<file path="config.mk">
export PLATFORM = sky130hd
export DESIGN_NAME = hub75_scan
export DESIGN_NICKNAME = d
export VERILOG_FILES = /design/src/rtl/hub75_pkg.sv /design/src/rtl/hub75_scan_bcm_timer.sv /design/src/rtl/hub75_scan.sv
export SDC_FILE = /design/constraint.sdc
export NUM_CORES = 1
export LEC_CHECK = 0
export ABC_AREA = 1
export CAP_MARGIN = 20
export CELL_PAD_IN_SITES_DETAIL_PLACEMENT = 1
export CELL_PAD_IN_SITES_GLOBAL_PLACEMENT = 1
export CORE_MARGIN = 2
export CORE_UTILIZATION = 30
export DETAILED_ROUTE_END_ITERATION = 7
export DONT_BUFFER_PORTS = 1
export PLACE_DENSITY = 0.59
export SLEW_MARGIN = 10
export SYNTH_ARGS = -nofsm -noshare
export SYNTH_HDL_FRONTEND = slang
export SYNTH_SLANG_ARGS = --single-unit
</file>
<file path="constraint.sdc">
create_clock -name clk -period 2.8 [get_ports clk]
set_clock_uncertainty 0.05 [all_clocks]
set_input_delay 0.14 -clock clk [delete_from_list [all_inputs] [get_ports clk]]
set_output_delay 0.14 -clock clk [all_outputs]
set_load 0.005 [all_outputs]
</file>
<file path="src/rtl/hub75_pkg.sv">
// hub75_pkg: scan FSM states, row-change dead time and port width helpers
package hub75_pkg;
  typedef enum logic [2:0] {IDLE, SHIFT, LATCH, DEAD, SHOW} state_t;
  localparam int DEADTIME = 4;
  function automatic int addr_w(input int rows, input int cols);
    return rows * cols > 1 ? $clog2(rows * cols) : 1;
  endfunction
  function automatic int bit_w(input int depth);
    return depth > 1 ? $clog2(depth) : 1;
  endfunction
  function automatic int row_w(input int rows);
    return rows > 2 ? $clog2(rows / 2) : 1;
  endfunction
  function automatic int tick_w(input int base, input int depth);
    return $clog2((base << (depth - 1)) + 1);
  endfunction
endpackage

</file>
<file path="src/rtl/hub75_scan_bcm_timer.sv">
// bcm_timer: loadable down-counter flagging the last cycle of a bit-plane display period
module bcm_timer #(
  parameter int W = 12
) (
  input  logic         clk,
  input  logic         rst_n,
  input  logic         load,
  input  logic [W-1:0] val,
  output logic         done
);
  logic [W-1:0] cnt;
  // count down from the loaded period and park at zero
  always_ff @(posedge clk or negedge rst_n)
    if (!rst_n) cnt <= '0;
    else if (load) cnt <= val;
    else if (cnt != '0) cnt <= cnt - W'(1);
  assign done = cnt == W'(1);
endmodule

</file>
<file path="src/rtl/hub75_scan.sv">
// hub75_scan: HUB75 panel scan engine with binary-coded-modulation bit planes; define HUB75_SCAN_DEADTIME_EN to blank after row changes
module hub75_scan import hub75_pkg::*; #(
  parameter int N_ROWS_MAX     = 64,
  parameter int N_COLS_MAX     = 256,
  parameter int BITDEPTH_MAX   = 8,
  parameter int CTRL_REG_WIDTH = 32,
  parameter int BASE_TICKS     = 16
) (
  input  logic                                     clk,
  input  logic                                     rst_n,
  input  logic                                     ctrl_en,
  input  logic [CTRL_REG_WIDTH-1:0]                ctrl_bitdepth,
  input  logic                                     buf_sel,
  output logic                                     r_en,
  output logic                                     r_buffer,
  output logic [addr_w(N_ROWS_MAX, N_COLS_MAX)-1:0] r_addr,
  output logic [bit_w(BITDEPTH_MAX)-1:0]           r_bit,
  input  logic [5:0]                               r_dout,
  output logic [5:0]                               hub_rgb,
  output logic                                     hub_clk,
  output logic                                     hub_lat,
  output logic                                     hub_oe_n,
  output logic [row_w(N_ROWS_MAX)-1:0]             hub_addr,
  output logic                                     frame_done
);
  localparam int AW = addr_w(N_ROWS_MAX, N_COLS_MAX);
  localparam int BW = bit_w(BITDEPTH_MAX);
  localparam int RW = row_w(N_ROWS_MAX);
  localparam int SW = $clog2(2 * N_COLS_MAX + 1);
  localparam int TW = tick_w(BASE_TICKS, BITDEPTH_MAX);
  state_t state;
  logic armed, load, last_plane, last_row, tmr_load, tmr_done;
  logic [RW-1:0] row, row_n;
  logic [BW-1:0] plane, plane_n, lo, lo_n;
  logic [SW-1:0] sc, s1;
  logic [CTRL_REG_WIDTH-1:0] nb;
  logic [5:0] rgb_q;
  logic [TW-1:0] tmr_val;
`ifdef HUB75_SCAN_DEADTIME_EN
  localparam int DW = $clog2(DEADTIME);
  logic addr_chg;
  logic [DW-1:0] dcnt;
  assign tmr_load = (state == LATCH && !addr_chg) || (state == DEAD && dcnt == DW'(DEADTIME - 1));
`else
  assign tmr_load = state == LATCH;
`endif
  assign nb = ctrl_bitdepth == '0 ? CTRL_REG_WIDTH'(1) :
              ctrl_bitdepth > CTRL_REG_WIDTH'(BITDEPTH_MAX) ? CTRL_REG_WIDTH'(BITDEPTH_MAX) : ctrl_bitdepth;
  assign lo_n = BW'(CTRL_REG_WIDTH'(BITDEPTH_MAX) - nb);
  assign s1 = sc + SW'(1);
  assign last_plane = plane == BW'(BITDEPTH_MAX - 1);
  assign last_row = row == RW'(N_ROWS_MAX / 2 - 1);
  assign plane_n = last_plane ? lo : plane + BW'(1);
  assign row_n = last_plane ? row + RW'(1) : row;
  assign tmr_val = TW'(BASE_TICKS) << (plane - lo);
  // the read returns in the hub_clk-low cycle, so pass it straight through then and hold it after
  assign hub_rgb = load ? r_dout : rgb_q;
  bcm_timer #(.W(TW)) u_timer (
    .clk  (clk),
    .rst_n(rst_n),
    .load (tmr_load),
    .val  (tmr_val),
    .done (tmr_done)
  );
  // scan sequencer; each transition also sets the registered outputs of the cycle it enters
  always_ff @(posedge clk or negedge rst_n)
    if (!rst_n) begin
      state <= IDLE;
      armed <= 1'b0;
      row <= '0;
      plane <= '0;
      lo <= '0;
      sc <= '0;
      load <= 1'b0;
      rgb_q <= '0;
      r_en <= 1'b0;
      r_buffer <= 1'b0;
      r_addr <= '0;
      r_bit <= '0;
      hub_clk <= 1'b0;
      hub_lat <= 1'b0;
      hub_oe_n <= 1'b1;
      hub_addr <= '0;
      frame_done <= 1'b0;
`ifdef HUB75_SCAN_DEADTIME_EN
      addr_chg <= 1'b0;
      dcnt <= '0;
`endif
    end else begin
      frame_done <= 1'b0;
      if (load) rgb_q <= r_dout;
      case (state)
        IDLE:
          if (!ctrl_en) armed <= 1'b0;
          else if (!armed) begin
            armed <= 1'b1;
            r_buffer <= buf_sel;
            lo <= lo_n;
            plane <= lo_n;
            row <= '0;
          end else begin
            armed <= 1'b0;
            state <= SHIFT;
            sc <= '0;
            r_en <= 1'b1;
            r_addr <= '0;
            r_bit <= plane;
          end
        SHIFT:
          if (sc == SW'(2 * N_COLS_MAX)) begin
            state <= LATCH;
            hub_clk <= 1'b0;
            hub_lat <= 1'b1;
            hub_addr <= row;
            r_en <= 1'b0;
            load <= 1'b0;
`ifdef HUB75_SCAN_DEADTIME_EN
            addr_chg <= hub_addr != row;
`endif
          end else begin
            sc <= s1;
            hub_clk <= ~s1[0];
            load <= s1[0];
            r_en <= !s1[0] && (s1 >> 1) != SW'(N_COLS_MAX);
            r_addr <= AW'(row) * AW'(N_COLS_MAX) + AW'(s1 >> 1);
          end
        LATCH: begin
          hub_lat <= 1'b0;
`ifdef HUB75_SCAN_DEADTIME_EN
          if (addr_chg) begin
            state <= DEAD;
            dcnt <= '0;
          end else begin
            state <= SHOW;
            hub_oe_n <= 1'b0;
          end
`else
          state <= SHOW;
          hub_oe_n <= 1'b0;
`endif
        end
`ifdef HUB75_SCAN_DEADTIME_EN
        DEAD:
          if (dcnt == DW'(DEADTIME - 1)) begin
            state <= SHOW;
            hub_oe_n <= 1'b0;
          end else dcnt <= dcnt + DW'(1);
`endif
        SHOW:
          if (tmr_done) begin
            hub_oe_n <= 1'b1;
            plane <= plane_n;
            row <= last_plane && last_row ? '0 : row_n;
            if (last_plane && last_row) begin
              state <= IDLE;
              frame_done <= 1'b1;
            end else begin
              state <= SHIFT;
              sc <= '0;
              r_en <= 1'b1;
              r_addr <= AW'(row_n) * AW'(N_COLS_MAX);
              r_bit <= plane_n;
            end
          end
        default: state <= IDLE;
      endcase
    end
endmodule

</file>
**Word-level counts from Yosys, hierarchy flattened**

Cells that the tools add are included.

- Input bits: 42
- Register bits: 72
- Word-level logic and storage cells: 120

- Multiplexer cells: 56
- Equality and inequality tests: 15
- Bitwise operators: 2
- Reduce and logical (&&, ||, !) cells: 20
- Shift-type cells: 1
- Add/subtract/negate cells: 7
- $lt $le $gt $ge: 1

Operators with widths:

| cell | number |
|---|---|
| two-way mux 14 bit | 5 |
| two-way mux 10 bit | 5 |
| two-way mux 3 bit | 14 |
| one-hot mux 14 bit (3 select lines) | 1 |
| greater-than comparator 32 x 4 -> 1 bit, second input constant | 1 |
| zero test 32 bit | 1 |
| one-hot mux 10 bit (3 select lines) | 1 |
| two-way mux 5 bit | 5 |
| two-way mux 12 bit | 2 |
| two-way mux 1 bit | 15 |
| adder 13 x 9 -> 14 bit | 1 |
| inequality test 2 bit, second input constant | 7 |
| equality test 12 x 1 -> 1 bit, second input constant | 1 |
| one-hot mux 3 bit (2 select lines) | 2 |
| one-hot mux 3 bit (4 select lines) | 1 |
| nonzero test 12 bit | 1 |
| << shifter 5 x 3 -> 12 bit, first input constant | 1 |
| subtractor 12 x 1 -> 12 bit, second input constant | 1 |
| adder 10 x 1 -> 10 bit, second input constant | 1 |
| equality test 10 bit, second input constant | 1 |
| one-hot mux 5 bit (2 select lines) | 1 |
| AND reduction 5 bit | 2 |
| inequality test 9 bit, second input constant | 1 |
| AND reduction 4 bit | 2 |
| 20 further kinds | 29 |

**Logic depth before layout (Yosys ltp)**

- Depth after elaboration: 7
- Depth in mapped cells: 15

**Hierarchy**

A second synthesis with hierarchy kept.

- Cell total of the unflattened synthesis: 550
- Area total of the unflattened synthesis: 4167.7 um^2

By module, submodules not included:

| module | area an instance (um^2) | cells an instance | times used |
|---|---|---|---|
| hub75_scan | 3281.9 | 421 | 1 |
| bcm_timer | 885.8 | 129 | 1 |

**Least setup slack after synthesis**

No wires, ideal clock.

- Path type: register -> register
- Start point: register plane[0]
- End point: register u_timer.cnt[10]
- Setup slack: 845 ps
- Cell stages (with the launch flop): 10
- Path buffers: 0
- Setup time: 135 ps
- Data arrival time: 1770 ps
- Period minus slack after synthesis: 1955 ps
- Path through: dfrtp_1 -> inv_1 -> ha_1 -> inv_1 -> fa_1 -> xor2_1 -> xor2_1 -> inv_1 -> a22oi_1 -> nor2_1

- Longest elaborated chain between the ends: 3

Ends and longest elaborated chain:

| item | RTL line | text |
|---|---|---|
| start, declared | hub75_scan.sv:34 | `logic [BW-1:0] plane, plane_n, lo, lo_n;` |
| start signal, assigned | hub75_scan.sv:99 | `plane <= lo_n;` |
| start signal, assigned | hub75_scan.sv:152 | `plane <= plane_n;` |
| subtractor 3 bit | hub75_scan.sv:55 | `assign tmr_val = TW'(BASE_TICKS) << (plane - lo);` |
| << shifter 5 x 3 -> 12 bit | hub75_scan.sv:55 |  |
| two-way mux 12 bit | hub75_scan_bcm_timer.sv:15 | `else if (load) cnt <= val;` |
| end signal, assigned | hub75_scan_bcm_timer.sv:15 |  |
| end signal, assigned | hub75_scan_bcm_timer.sv:16 | `else if (cnt != '0) cnt <= cnt - W'(1);` |
| end, declared | hub75_scan_bcm_timer.sv:11 | `logic [W-1:0] cnt;` |

Every way passes these cells.
A chain may end at the register's enable or synchronous reset.

**Final worst setup path**

- Start point: register plane[1]
- End point: register r_addr[6]

- Longest elaborated chain between the ends: 4

Ends and longest elaborated chain:

| item | RTL line | text |
|---|---|---|
| equality test 3 bit | hub75_scan.sv:51 | `assign last_plane = plane == BW'(BITDEPTH_MAX - 1);` |
| logical AND 1 bit | hub75_scan.sv:154 | `if (last_plane && last_row) begin` |
| inequality test 2 bit (no line) | n/a |  |
| AND reduction 6 bit (no line) | n/a |  |
| end signal, assigned | hub75_scan.sv:125 | `r_addr <= AW'(row) * AW'(N_COLS_MAX) + AW'(s1 >> 1);` |
| end signal, assigned | hub75_scan.sv:161 | `r_addr <= AW'(row_n) * AW'(N_COLS_MAX);` |
| end, declared | hub75_scan.sv:16 | `output logic [addr_w(N_ROWS_MAX, N_COLS_MAX)-1:0] r_addr,` |

Every way passes these cells.

==> summary.md <==
| Metric | Value |
|---|---|
| First-pass GRT wire length | 18600 um |
| CTS Buf Count | 9 |
| RSZ-0062 raised after global routing | no |
| Most frequent cells in the layout | nand2_1, dfrtp_1, nor2_1 |
| Worst-Margin Slew | 583 ps |
| Clk_lat worst skew | about 340 ps |
| Die Height | 120 um |
| HP Class | primary input to flip-flop |
| Seq pwr share | a little over a third |
| Period utilisation layout | between 80% and 90% |
| Clock Tree Root | clkbuf_16 |
| Core Util, Final | 35.2% |
| Vias in the first global route | approximately 3800 |
| Outcome | completed |
| H-Tree Depth | 3 |
| Switching share of power | about a third |
| Number of port buffers | 0 |
| Pin count of the biggest net entering global routing | 73 |
| Critical Path RT | around 3000 ps |
| Die width | about 120 um |
| Synth area leader | dfrtp_1 |
| Clk sinks | 72 |
| Cts repair resizes | 0 |
| Distinct cell type count after synthesis | 40 |
| Cells after Synth | approximately 520 |
| Layout cells sized above 1 | 10.1% |
| Fillers | about 1600 |
| Starting Density | a little under a third |
| Maximum clock rate | about 430 MHz |
| Switching component of the power | between 1 and 1.5 mW |
| Setup crit end kind | flip-flop |
| Initial antenna violation count | 0 |
| Internal | between 2 and 2.5 mW |
| DRC | 0 |
| Sequential-to-total area share from yosys stat | 44.5% |
| Routability Congestion | 0.857 |
| Share of the synthesized area in the top cell type | between 40% and 50% |
| Pwr Total | about 3.5 mW |
| Worst setup margin | 458 ps |
| Post-layout net count | about 590 |
| Worst vdd ir | between 300 and 400 uV |
| # IOs | 76 |
| Worst path arrival time | about 2600 ps |
| DR vias | 3481 |
| Power per cell area | about 760 nW/um^2 |
| Post-CTS setup buffer count | 0 |
| DP Worst Slack | 439 ps |
| Via density | between 4 and 5 |
| Crit path time final | between 2000 and 2500 ps |
| Diodes inserted | 0 |
| Post-synthesis instance area | between 4000 and 5000 sq um |
| Post-route ant nets | 0 |
| Hold Vio Cnt, Final | 0 |
| Slew margin rel. | between 60% and 70% |
| Clk slew on worst S/H paths | about 60 ps |
| Routed WL | about 11000 um |
| Synth-to-Final Area Change | 14.9% |
| TNS Setup | 0 ps |
| Final Slew Violations | 0 |
| Clk buf depth | 2 |
| TritonRoute pass-1 iters | 4 |
| Die area | 14500 sq um |
| Total GRT Usage | roughly 16% |
| Startpoint Class | flip-flop |
| TritonCTS clock tree | yes |
| Syn Nets | between 500 and 600 |
| Synth top area cells | dfrtp_1, nand2_1, o21ai_0 |
| FF+latch count, synth | 72 |
| Post-DP HPWL | 8110 um |
| Standard-cell rows | 42 |
| Leading cell type in the layout, fill and taps excluded | nand2_1 |
| Clock network power share | a little over a third |
| Post-Syn Area per Cell | about 7.7 sq um |
| Max-cap viol count | 0 |
| Synth warn | 0 |
| Hold Worst Slack | ~85 ps |
| Core area | 13200 sq um |
| Gr ovfl total | 0 |
| Worst Path Max Fanout | 14 |
| Part of the power in combinational logic | between 20% and 30% |
| DR iter-0 viols | about 100 |
| Avg WL per Cell | 15.4 um |
| Critical path type | flip-flop to flip-flop |
| Count of final setup violators | 0 |
| LEAKAGE | about 2.4 nW |
==> registers in the layout, summed over array words and instances, names as in the netlist <==
signal and cells:
lo 3, hub_addr 5, load 1, armed 1, r_bit 3, r_en 1
hub_lat 1, row 5, r_addr 14, state 3, plane 3, rgb_q 6
sc 10, hub_oe_n 1, frame_done 1, hub_clk 1, u_timer.cnt 12, r_buffer 1
==> layer usage <==
metal / share of wire, % / track usage [%] / routed length (um)
met1: 47 / 20.9 / 5170
met3: 4.7 / 4.43 / 516
met2: 47 / 26.2 / 5150
met4: 1.9 / 7.05 / 206
met5: 0 / 0 / 0
==> power groups by stage <==
stage / combinational, mW / clock [mW] / sequential (mW)
2_1_floorplan: 0.817 / 0 / 1.22
3_3_place_gp: 1.02 / 0 / 1.26
3_5_place_dp: 1.03 / 0 / 1.26
4_1_cts: 1.07 / 1.29 / 1.24
5_1_grt: 1.24 / 1.33 / 1.25
6_report: 1.04 / 1.25 / 1.24
==> critical path, cell delays in order (launching register included) <==
cell and delay [ps]:
dfrtp_1 400, ha_1 170, ha_1 340, nand2_1 210, nand2_1 140, nand2_1 140, o21ai_4 460, buf_4 250
nand2_2 50, nand2_1 60
==> path summary, 6_finish.rpt <==
| kind | from | end | slack (ps) | cells after the start |
|---|---|---|---|---|
| min in group asynchronous | rst_n | u_timer.cnt[4] | 310 | 2 |
| max in group asynchronous | rst_n | hub_addr[2] | 2090 | 2 |
| worst max-delay path | plane[1] | r_addr[6] | 460 | 9 |
| worst max register to register | plane[1] | r_addr[6] | 460 | 9 |
| worst min-delay path | ctrl_bitdepth[2] | lo[2] | 90 | 6 |
| worst min register to register | hub_oe_n | hub_oe_n | 430 | 2 |
==> cell usage after synthesis <==
| library cell | count |
|---|---|
| nor2_1 | 57 |
| o21ai_0 | 43 |
| buf_1 | 1 |
| buf_4 | 1 |
| dfrtp_1 | 71 |
| nand2_1 | 159 |
| o211ai_1 | 1 |
| nor4_1 | 1 |
| nand4_2 | 2 |
| xor2_1 | 8 |
| o31ai_1 | 1 |
| a22oi_1 | 4 |
| nor3_4 | 1 |
| a21oi_1 | 13 |
| nand3_1 | 29 |
| buf_8 | 1 |
| nand3_2 | 1 |
| nand3b_1 | 1 |
| a32o_1 | 1 |
| nor2_4 | 6 |
| nor2_2 | 2 |
| nor2_8 | 1 |
| o21a_1 | 1 |
| inv_2 | 5 |
| or2_2 | 1 |
| a21o_1 | 2 |
| nand2_4 | 2 |
| inv_1 | 54 |
| nand2_2 | 13 |
| fa_1 | 1 |
| ha_1 | 12 |
| o21ai_4 | 1 |
| nand4_1 | 11 |
| clkbuf_1 | 2 |
| buf_2 | 2 |
| dfstp_2 | 1 |
| o22ai_1 | 2 |
| buf_6 | 2 |
| and3_1 | 1 |
| nor3_1 | 6 |
==> cells by family after synthesis <==
logic type,share of synthesized area [%]
buffers and inverters,7.10
xor gates and xnor gates,1.73
adders and majority gates,4.20
and+or+nand+nor,33.0
DFF,44.5
AOI/OAI and AO/OA,9.54
==> timing repair <==
| item | in CTS | in global routing |
|---|---|---|
| hold buffers | 9 | 0 |
| setup endpoints to repair | 0 | 0 |
| hold endpoints to repair | 79 | 0 |
==> final cells by class <==
cell class,count,area (sq um),area share (%)
clock buffers,10,239,5.13
clock inverters,5,81.3,1.75
inverters,59,221,4.75
multi-input cells,384,1960,42.1
flip-flops and latches,72,1800,38.7
well taps,176,220,4.73
repair buffers,12,130,2.79
==> through the flow <==
step                      instances  instance area [sq um]
after floorplan                 524                   4050
after global routing            718                   4660
after global placement          694                   4230
after CTS                       718                   4660
final                           718                   4660
after detailed placement        694                   4230
No activity file was read; power rests on OpenSTA's default activity.
